$ cat src/rtl/display_burst_buffer.sv
// display_burst_buffer
//
// Fill-then-drain buffer between a fast data producer and a slow,
// human-readable display. Words are collected over a valid/ready handshake
// until the buffer is full or flushed. Each stored word is then presented for
// a programmable number of cycles. Manual advance, abort and replay are
// supported.
//
// Parameters
//   width_p           data word width (>=1)
//   depth_p           number of stored words (>=2)
//   interval_width_p  width of the per-entry display interval
//
// Ports
//   clk_i        system clock
//   reset_i      asynchronous, active-high reset
//   valid_i      producer has a word on data_i
//   data_i       word to store
//   ready_o      block accepts a word this cycle (FILL)
//   flush_i      start draining a partial buffer / abort an active drain
//   advance_i    single-cycle pulse: show the next entry immediately
//   loop_i       replay from entry 0 after the last entry
//   interval_i   cycles each entry is shown (0 behaves as 1)
//   valid_o      data_o holds a displayed entry (DRAIN)
//   data_o       displayed word, 0 outside DRAIN
//   index_o      index of the displayed entry
//   count_o      number of stored words
//   draining_o   block is in DRAIN
//   done_o       one-cycle pulse when a non-looping drain pass completes

module display_burst_buffer #(
  parameter int width_p          = 8,
  parameter int depth_p          = 4,
  parameter int interval_width_p = 26
) (
  input  logic                         clk_i,
  input  logic                         reset_i,
  input  logic                         valid_i,
  input  logic [width_p-1:0]           data_i,
  output logic                         ready_o,
  input  logic                         flush_i,
  input  logic                         advance_i,
  input  logic                         loop_i,
  input  logic [interval_width_p-1:0]  interval_i,
  output logic                         valid_o,
  output logic [width_p-1:0]           data_o,
  output logic [$clog2(depth_p)-1:0]   index_o,
  output logic [$clog2(depth_p+1)-1:0] count_o,
  output logic                         draining_o,
  output logic                         done_o
);

  localparam int idx_w = $clog2(depth_p);
  localparam int cnt_w = $clog2(depth_p + 1);

  typedef enum logic {
    st_fill  = 1'b0,
    st_drain = 1'b1
  } state_t;

  state_t                        state_q, state_d;
  logic [cnt_w-1:0]              count_q, count_d;
  logic [idx_w-1:0]              index_q, index_d;
  logic [interval_width_p-1:0]   timer_q, timer_d;
  logic                          done_q, done_d;

  logic [width_p-1:0]            mem [depth_p];

  logic                          wr_en;
  logic [cnt_w-1:0]              count_inc;
  logic [interval_width_p-1:0]   timer_load;
  logic                          last_entry;
  logic                          step;

  assign wr_en      = (state_q == st_fill) && valid_i;
  assign count_inc  = count_q + cnt_w'(wr_en);
  // An interval of 0 would never expire on a down-counter; show it for 1 cycle.
  assign timer_load = (interval_i == '0) ? interval_width_p'(1) : interval_i;
  assign last_entry = !((cnt_w'(index_q) + cnt_w'(1)) < count_q);
  assign step       = (timer_q == interval_width_p'(1)) || advance_i;

  // NOTE: storage has no reset; stale contents are never visible because
  // count_q gates which entries can be displayed.
  always_ff @(posedge clk_i) begin
    if (wr_en) begin
      mem[count_q[idx_w-1:0]] <= data_i;
    end
  end

  // NOTE: every always_comb output gets a default first so no path can
  // leave it unassigned and infer a latch.
  always_comb begin
    state_d = state_q;
    count_d = count_q;
    index_d = index_q;
    timer_d = timer_q;
    done_d  = 1'b0;
    case (state_q)
      st_fill: begin
        count_d = count_inc;
        // A same-cycle write is included in the flushed count.
        if ((flush_i && (count_inc != '0)) || (count_inc == cnt_w'(depth_p))) begin
          state_d = st_drain;
          index_d = '0;
          timer_d = timer_load;
        end
      end
      st_drain: begin
        if (flush_i) begin
          state_d = st_fill;
          count_d = '0;
          index_d = '0;
        end else if (step) begin
          if (!last_entry) begin
            index_d = index_q + idx_w'(1);
            timer_d = timer_load;
          end else if (loop_i) begin
            index_d = '0;
            timer_d = timer_load;
          end else begin
            state_d = st_fill;
            count_d = '0;
            index_d = '0;
            done_d  = 1'b1;
          end
        end else begin
          timer_d = timer_q - interval_width_p'(1);
        end
      end
      default: state_d = st_fill;
    endcase
  end

  // NOTE: sequential state uses non-blocking assignments so every register
  // samples the pre-edge values of the others.
  always_ff @(posedge clk_i or posedge reset_i) begin
    if (reset_i) begin
      state_q <= st_fill;
      count_q <= '0;
      index_q <= '0;
      timer_q <= '0;
      done_q  <= 1'b0;
    end else begin
      state_q <= state_d;
      count_q <= count_d;
      index_q <= index_d;
      timer_q <= timer_d;
      done_q  <= done_d;
    end
  end

  assign ready_o    = (state_q == st_fill);
  assign valid_o    = (state_q == st_drain);
  assign draining_o = (state_q == st_drain);
  assign data_o     = (state_q == st_drain) ? mem[index_q] : '0;
  assign index_o    = index_q;
  assign count_o    = count_q;
  assign done_o     = done_q;

endmodule

$ cat config.mk
export PLATFORM = sky130hd
export DESIGN_NAME = display_burst_buffer
export DESIGN_NICKNAME = d
export VERILOG_FILES = /design/src/rtl/display_burst_buffer.sv
export SDC_FILE = /design/constraint.sdc
export NUM_CORES = 1
export LEC_CHECK = 0
export ABC_AREA = 1
export BUFFER_PORTS_ARGS = -buffer_cell sky130_fd_sc_hd__buf_4
export CORE_ASPECT_RATIO = 0.6
export CORE_UTILIZATION = 50
export DETAILED_ROUTE_END_ITERATION = 16
export PLACE_DENSITY = 0.77
export SLEW_MARGIN = 20
export SYNTH_ARGS = -nofsm -noshare
export SYNTH_HDL_FRONTEND = slang
export SYNTH_SLANG_ARGS = --single-unit
export TNS_END_PERCENT = 1
$ cat constraint.sdc
create_clock -name clk_i -period 2.7 [get_ports clk_i]
set_input_delay 0.27 -clock clk_i [delete_from_list [all_inputs] [get_ports clk_i]]
set_output_delay 0.27 -clock clk_i [all_outputs]
set_load 0.02 [all_outputs]
# ---- After elaboration in Yosys (flattened, before gate mapping)
# Memory sizes are Yosys's and may differ from the RTL's.
# Index checks and enable logic that the tools add are counted.
dict set report classes {
  n_addsub 4
  n_lt_le_gt_ge 1
  n_eq_ne 8
  muxes 31
  bitwise 1
  reduce_logical 9
}
# cell n
set ops {}
lappend ops {{$mux 26} 6}
lappend ops {{$pmux 26 s2} 1}
lappend ops {{$eq 26x1->1 const B} 1}
lappend ops {{$logic_not 26->1} 1}
lappend ops {{$sub 26x1->26 const B} 1}
lappend ops {{$mux 1} 12}
lappend ops {{$mux 3} 4}
lappend ops {{$mux 2} 4}
lappend ops {{$mux 8} 1}
lappend ops {{$ne 3x3->1 const B} 2}
lappend ops {{$pmux 3 s2} 1}
lappend ops {{$reduce_and 3->1} 2}
lappend ops {{$ne 4x3->1 const B} 1}
lappend ops {{$pmux 2 s2} 1}
lappend ops {{$add 2x1->3 const B} 1}
lappend ops {{$add 3x1->3} 1}
lappend ops {{$eq 3x3->1 const B} 1}
lappend ops {{$lt 3x3->1} 1}
lappend ops {{$ne 3x2->1 const B} 1}
lappend ops {{$reduce_bool 3->1} 1}
lappend ops {{$add 2x1->2 const B} 1}
lappend ops {{$logic_and 1x1->1} 2}
lappend ops {{$logic_or 1x1->1} 2}
lappend ops {{$ne 2x1->1 const B} 1}
lappend ops {{other kinds (4)} 4}
dict set report totals {
  regBits 33
  ramBits 32
  in_bits 40
  output_inout_bits 17
  n_memories 1
}
# memory words width read_ports rd_ports_with_merged_regs write_ports line
set mem_list {}
lappend mem_list {mem 4 8 1 0 1 67} ;# logic [width_p-1:0] mem [depth_p];

# ---- Longest topological paths before layout
dict set report depth {
  depth_word 8
  depth_mapped 14
  ltp_nobuf 13
}

# ---- Worst setup path before layout
# OpenSTA, ideal clock, no wires.
dict set report synth_path {
  path_kind {register to register}
  start {register state_q, in the netlist draining_o}
  end {register timer_q[11]}
  arrival_time_ps 1953
  path_slack_ps 630
  path_stages_with_launch 15
  path_buffers 1
  period_less_slack_ps 2070
  path_cell_list {dfrtp_1 -> inv_1 -> nand2_1 -> inv_1 -> ha_1 -> ha_1 -> nor2_1 -> nand2_1 -> nand2_1 -> nand2_1 -> nand2_4 -> clkinv_4 -> buf_6 -> nand2_1 -> nand2_1}
}
dict set report synth_between {
  elab_chain_len 8
  word_cells_on_any_way 12
  classes_between {add/sub: 1; eq/ne: 4; mux: 1; bitwise: 1; reduce/logical: 5}
}
# element line
set synth_rtl {}
lappend synth_rtl {{start, declared} 61} ;# state_t state_q, state_d;
lappend synth_rtl {{start signal, assigned} 138} ;# state_q <= st_fill;
lappend synth_rtl {{start signal, assigned} 144} ;# state_q <= state_d;
lappend synth_rtl {{$not 1->1} --}
lappend synth_rtl {{$logic_and 1x1->1} 75} ;# assign wr_en = (state_q == st_fill) && valid_i;
lappend synth_rtl {{$add 3x1->3} 76} ;# assign count_inc = count_q + cnt_w'(wr_en);
lappend synth_rtl {{$reduce_bool 3->1} 102} ;# if ((flush_i && (count_inc != '0)) || (count_inc == cnt_w'(depth_p))) begin
lappend synth_rtl {{$logic_and 1x1->1} 102}
lappend synth_rtl {{$logic_or 1x1->1} 102}
lappend synth_rtl {{$ne 2x1->1 (no line)} --}
lappend synth_rtl {{$reduce_and 3->1 (no line)} --}
lappend synth_rtl {{end signal, assigned} 147} ;# timer_q <= timer_d;
lappend synth_rtl {{end, declared} 64} ;# logic [interval_width_p-1:0] timer_q, timer_d;
# Parallel ways exist; a longest one is shown, timed or not.
# A chain may end at the register's enable or synchronous reset.

# ---- Final worst setup path
dict set report layout_path {
  start {register state_q, in the netlist draining_o}
  end {register timer_q[18]}
}
# Same word-level chain as after synthesis.

==> impl_metrics.ini <==
[status]
run_status = finished, final reports clean

[sta]
setup_violations = 0
fin_skew_ns = 0.00593
max_slew_violation_total_from_the_final_report = 0
rsz0062_at_grt = false
setup_total_negative_slack_ns = 0
layout_worst_path_cycle_share_pct = 89.2
max-slew-margin-rel_pct = 69.7
worst_slew_pin_slew_ns = 0.455
timing_hold_violations_final = 0
layout_setup_ws_ns = 0.292
max_freq_mhz = 415
finalCriticalPeriod_ns = 2.41
worst_hold_slack_ns = 0.0383

[yosys]
syn_avg_cell_area_sq_um = 7.68
synth-edff-count = 32
synth_seq_area_share_pct = 47.6
synthDominantCellAreaShare_pct = 25.6
synthesis.area_sq_um = 3750
netlist_top_cells_count = sky130_fd_sc_hd__nand2_1 (150), sky130_fd_sc_hd__nor2_1 (88), sky130_fd_sc_hd__inv_1 (41)
ys_seq_elements = 65
synth_top_cell_by_area = sky130_fd_sc_hd__edfxtp_1
ys_types = 27
postSynthNetCount = 536
synth.yosys.warnings = 0
synth_most_common_cell = sky130_fd_sc_hd__nand2_1
ys_top_cells_by_area = sky130_fd_sc_hd__edfxtp_1 (26%), sky130_fd_sc_hd__dfrtp_1 (22%), sky130_fd_sc_hd__nand2_1 (15%)
syn-instance-count = 489
yosys_most_used_dff = sky130_fd_sc_hd__dfrtp_1
synth-async-reset-ratio_pct = 50.8

[routing]
highest_routing_layer_actually_used = met4
drtAntennaViolNets = 0
drc_errors = 0
met1Wirelength_mm = 4.64
met2WireLength_mm = 3.83
routed-via-count = 3342
vias_per_cell = 5.07
drt_pre_antenna_iters = 5
finalWirelength_mm = 9.06
routed-wl-met3_um = 527
routedWlPerCell_um = 13.7
drt_iter0_markers = 306

[cts]
clock_latency_on_the_worst_skew_pair_ns = 0.33
cts_made_buffers = 9
clkSlewWorstSetupHoldPaths_ns = 0.05
clock_tree.htree_level_count = 3
clock_sink_count = 65
cts-resized-gates = 0
cts_setup_buffers = 0
hold_fix_buffers_cts = 0
cts_tree = built
clk_root_buffer_cell = sky130_fd_sc_hd__clkbuf_16
cts-root-to-sink-buffers = 2

[global_route]
gr-total-overflow = 0
groute.usage.overall_pct = 25.1
number_of_global_route_vias_before_repair = 3028
wire_length_of_the_first_global_routing_pass_mm = 14.9
antenna_found_initial = 0
grt_max_degree = 40

[floorplan]
die-area_sq_um = 7870
core_area_sq_um = 7270
placement_rows = 24
die_height_um = 69.1
ios = 57
initial_core_util_pct = 51.7
die_width_um = 114

[cells_and_area]
diodes = 0
finalCoreUtilization_pct = 63.5
nNetsFinal = 597
drive_gt1_share_pct = 16.8
area_delta_synth_final_pct = 22.9

[critical_path]
path_cells = inv_1 -> nand2_1 -> inv_1 -> ha_1 -> ha_1 -> nor2_1 -> nand2_1 -> nand2_1 -> nand2_1 -> nand2_4 -> clkinv_4 -> nand2_1 -> nand2_1
startpoint = draining_o
reg2reg_depth = 13
worstReg2RegEnd = timer_q[18]
endpoint = timer_q[18]
reg2reg_setup_slack_ns = 0.29
cp_common_cell = sky130_fd_sc_hd__nand2_1
endpoint_kind = flop
worst_ep_arrival_time_ns = 2.62
critical_path.reg2reg.startpoint = draining_o
startpoint_type = flop
crit_path_max_fanout = 31
timing.critical_path.slowest_stage_cell = sky130_fd_sc_hd__dfrtp_1
critPathRequiredTime_ns = 2.91
path_class = flop to flop
max_stage_delay_ns = 0.42

[pwr]
power_density_nw_per_um2 = 1110
max-vdd-ir-drop_mv = 0.642
leakagePower_nw = 2.18

[worst_hold_path]
worst_hold_path_type = input port to async pin

[placed_design]
buffer_ports.inserted = 56
pre_cts_ws_ns = 0.308
dp.final_hpwl_mm = 6.50
place_congestion = 0.897

[run]
max_cap_violations = 0
==> final cells by class <==
cell class	count	area [sq um]
Fill cell	629	2650
Sequential cell	65	1790
Multi-Input combinational cell	366	1700
Timing Repair Buffer	66	495
Clock buffer	10	229
Inverter	42	163
Tap cell	104	130
Clock inverter	6	106
==> cells by family after synthesis <==
logic type,after synthesis,share of synthesized area [%]
adder cells (fa/ha/maj),7,2.33
buffers and inverters,58,7.03
AND/OR/NAND/NOR,292,32.0
AO/OA/AOI/OAI,46,6.16
XOR/XNOR,21,4.90
flip-flops,65,47.6
==> worst min-delay path by stage <==
stage | slack, ns | cells past startpoint | end
global route | 0.09 | 3 | done_o
floorplan | 0.37 | 0 | mem[0][0]
detailed placement | 0.41 | 3 | count_o[2]
finish | 0.04 | 3 | count_o[2]
CTS | 0.05 | 3 | timer_q[1]
global placement | 0.39 | 3 | count_o[2]
==> through the flow <==
step | total power, mW | instances | area, sq um
3_3_place_gp | 3.70 | 643 | 4280
6_report | 5.11 | 659 | 4610
4_1_cts | 5.12 | 659 | 4610
3_5_place_dp | 3.78 | 643 | 4280
5_1_grt | 5.48 | 659 | 4610
2_1_floorplan | 3.21 | 489 | 3750
==> placed cells by master (no fill, tap or decap) <==
cell,count
sky130_fd_sc_hd__nand2_1,150
sky130_fd_sc_hd__nor2_1,88
sky130_fd_sc_hd__buf_4,66
sky130_fd_sc_hd__inv_1,41
sky130_fd_sc_hd__dfrtp_1,33
sky130_fd_sc_hd__o21ai_0,32
sky130_fd_sc_hd__edfxtp_1,32
sky130_fd_sc_hd__nand3_1,30
sky130_fd_sc_hd__xor2_1,12
sky130_fd_sc_hd__a21oi_1,10
sky130_fd_sc_hd__xnor2_1,9
sky130_fd_sc_hd__clkbuf_16,9
sky130_fd_sc_hd__ha_1,7
sky130_fd_sc_hd__nor3_1,6
sky130_fd_sc_hd__nand4_1,5
sky130_fd_sc_hd__nor2_2,4
sky130_fd_sc_hd__or2_2,3
sky130_fd_sc_hd__o21ai_1,3
sky130_fd_sc_hd__bufinv_16,3
sky130_fd_sc_hd__nand2_2,2
sky130_fd_sc_hd__nand2_4,2
sky130_fd_sc_hd__nand3_2,1
sky130_fd_sc_hd__clkinv_4,1
sky130_fd_sc_hd__nand3b_1,1
sky130_fd_sc_hd__o22ai_1,1
sky130_fd_sc_hd__clkinv_2,1
sky130_fd_sc_hd__clkbuf_1,1
sky130_fd_sc_hd__clkinvlp_4,1
sky130_fd_sc_hd__clkinv_1,1
==> worst max-delay path, delay by kind of cell (launching register included) <==
family | cells | cell delay, ns
adder cells (fa/ha/maj) | 2 | 0.48
buffers and inverters | 3 | 0.40
AND/OR/NAND/NOR | 8 | 0.98
flip-flops | 1 | 0.42
==> layer usage <==
| metal | GRT usage (%) | up-vias |
|---|---|---|
| met3 | 7.39 | 7 |
| li1 | - | 1681 |
| met4 | 6.93 | 0 |
| met5 | 0 | - |
| met1 | 37.7 | 1532 |
| met2 | 35.0 | 122 |
==> power by group <==
| group | switching (mW) | internal [mW] |
|---|---|---|
| sequential | 0.297 | 1.35 |
| clock | 0.418 | 0.896 |
| combinational | 1.40 | 0.754 |
| total | 2.11 | 3.00 |
==> state kept, by name, summed over array words and instances, names as in the netlist <==
signal	count
mem	32
done_o	1
draining_o	1
count_o	3
index_o	2
timer_q	26
No activity file was read; power rests on OpenSTA's default activity.
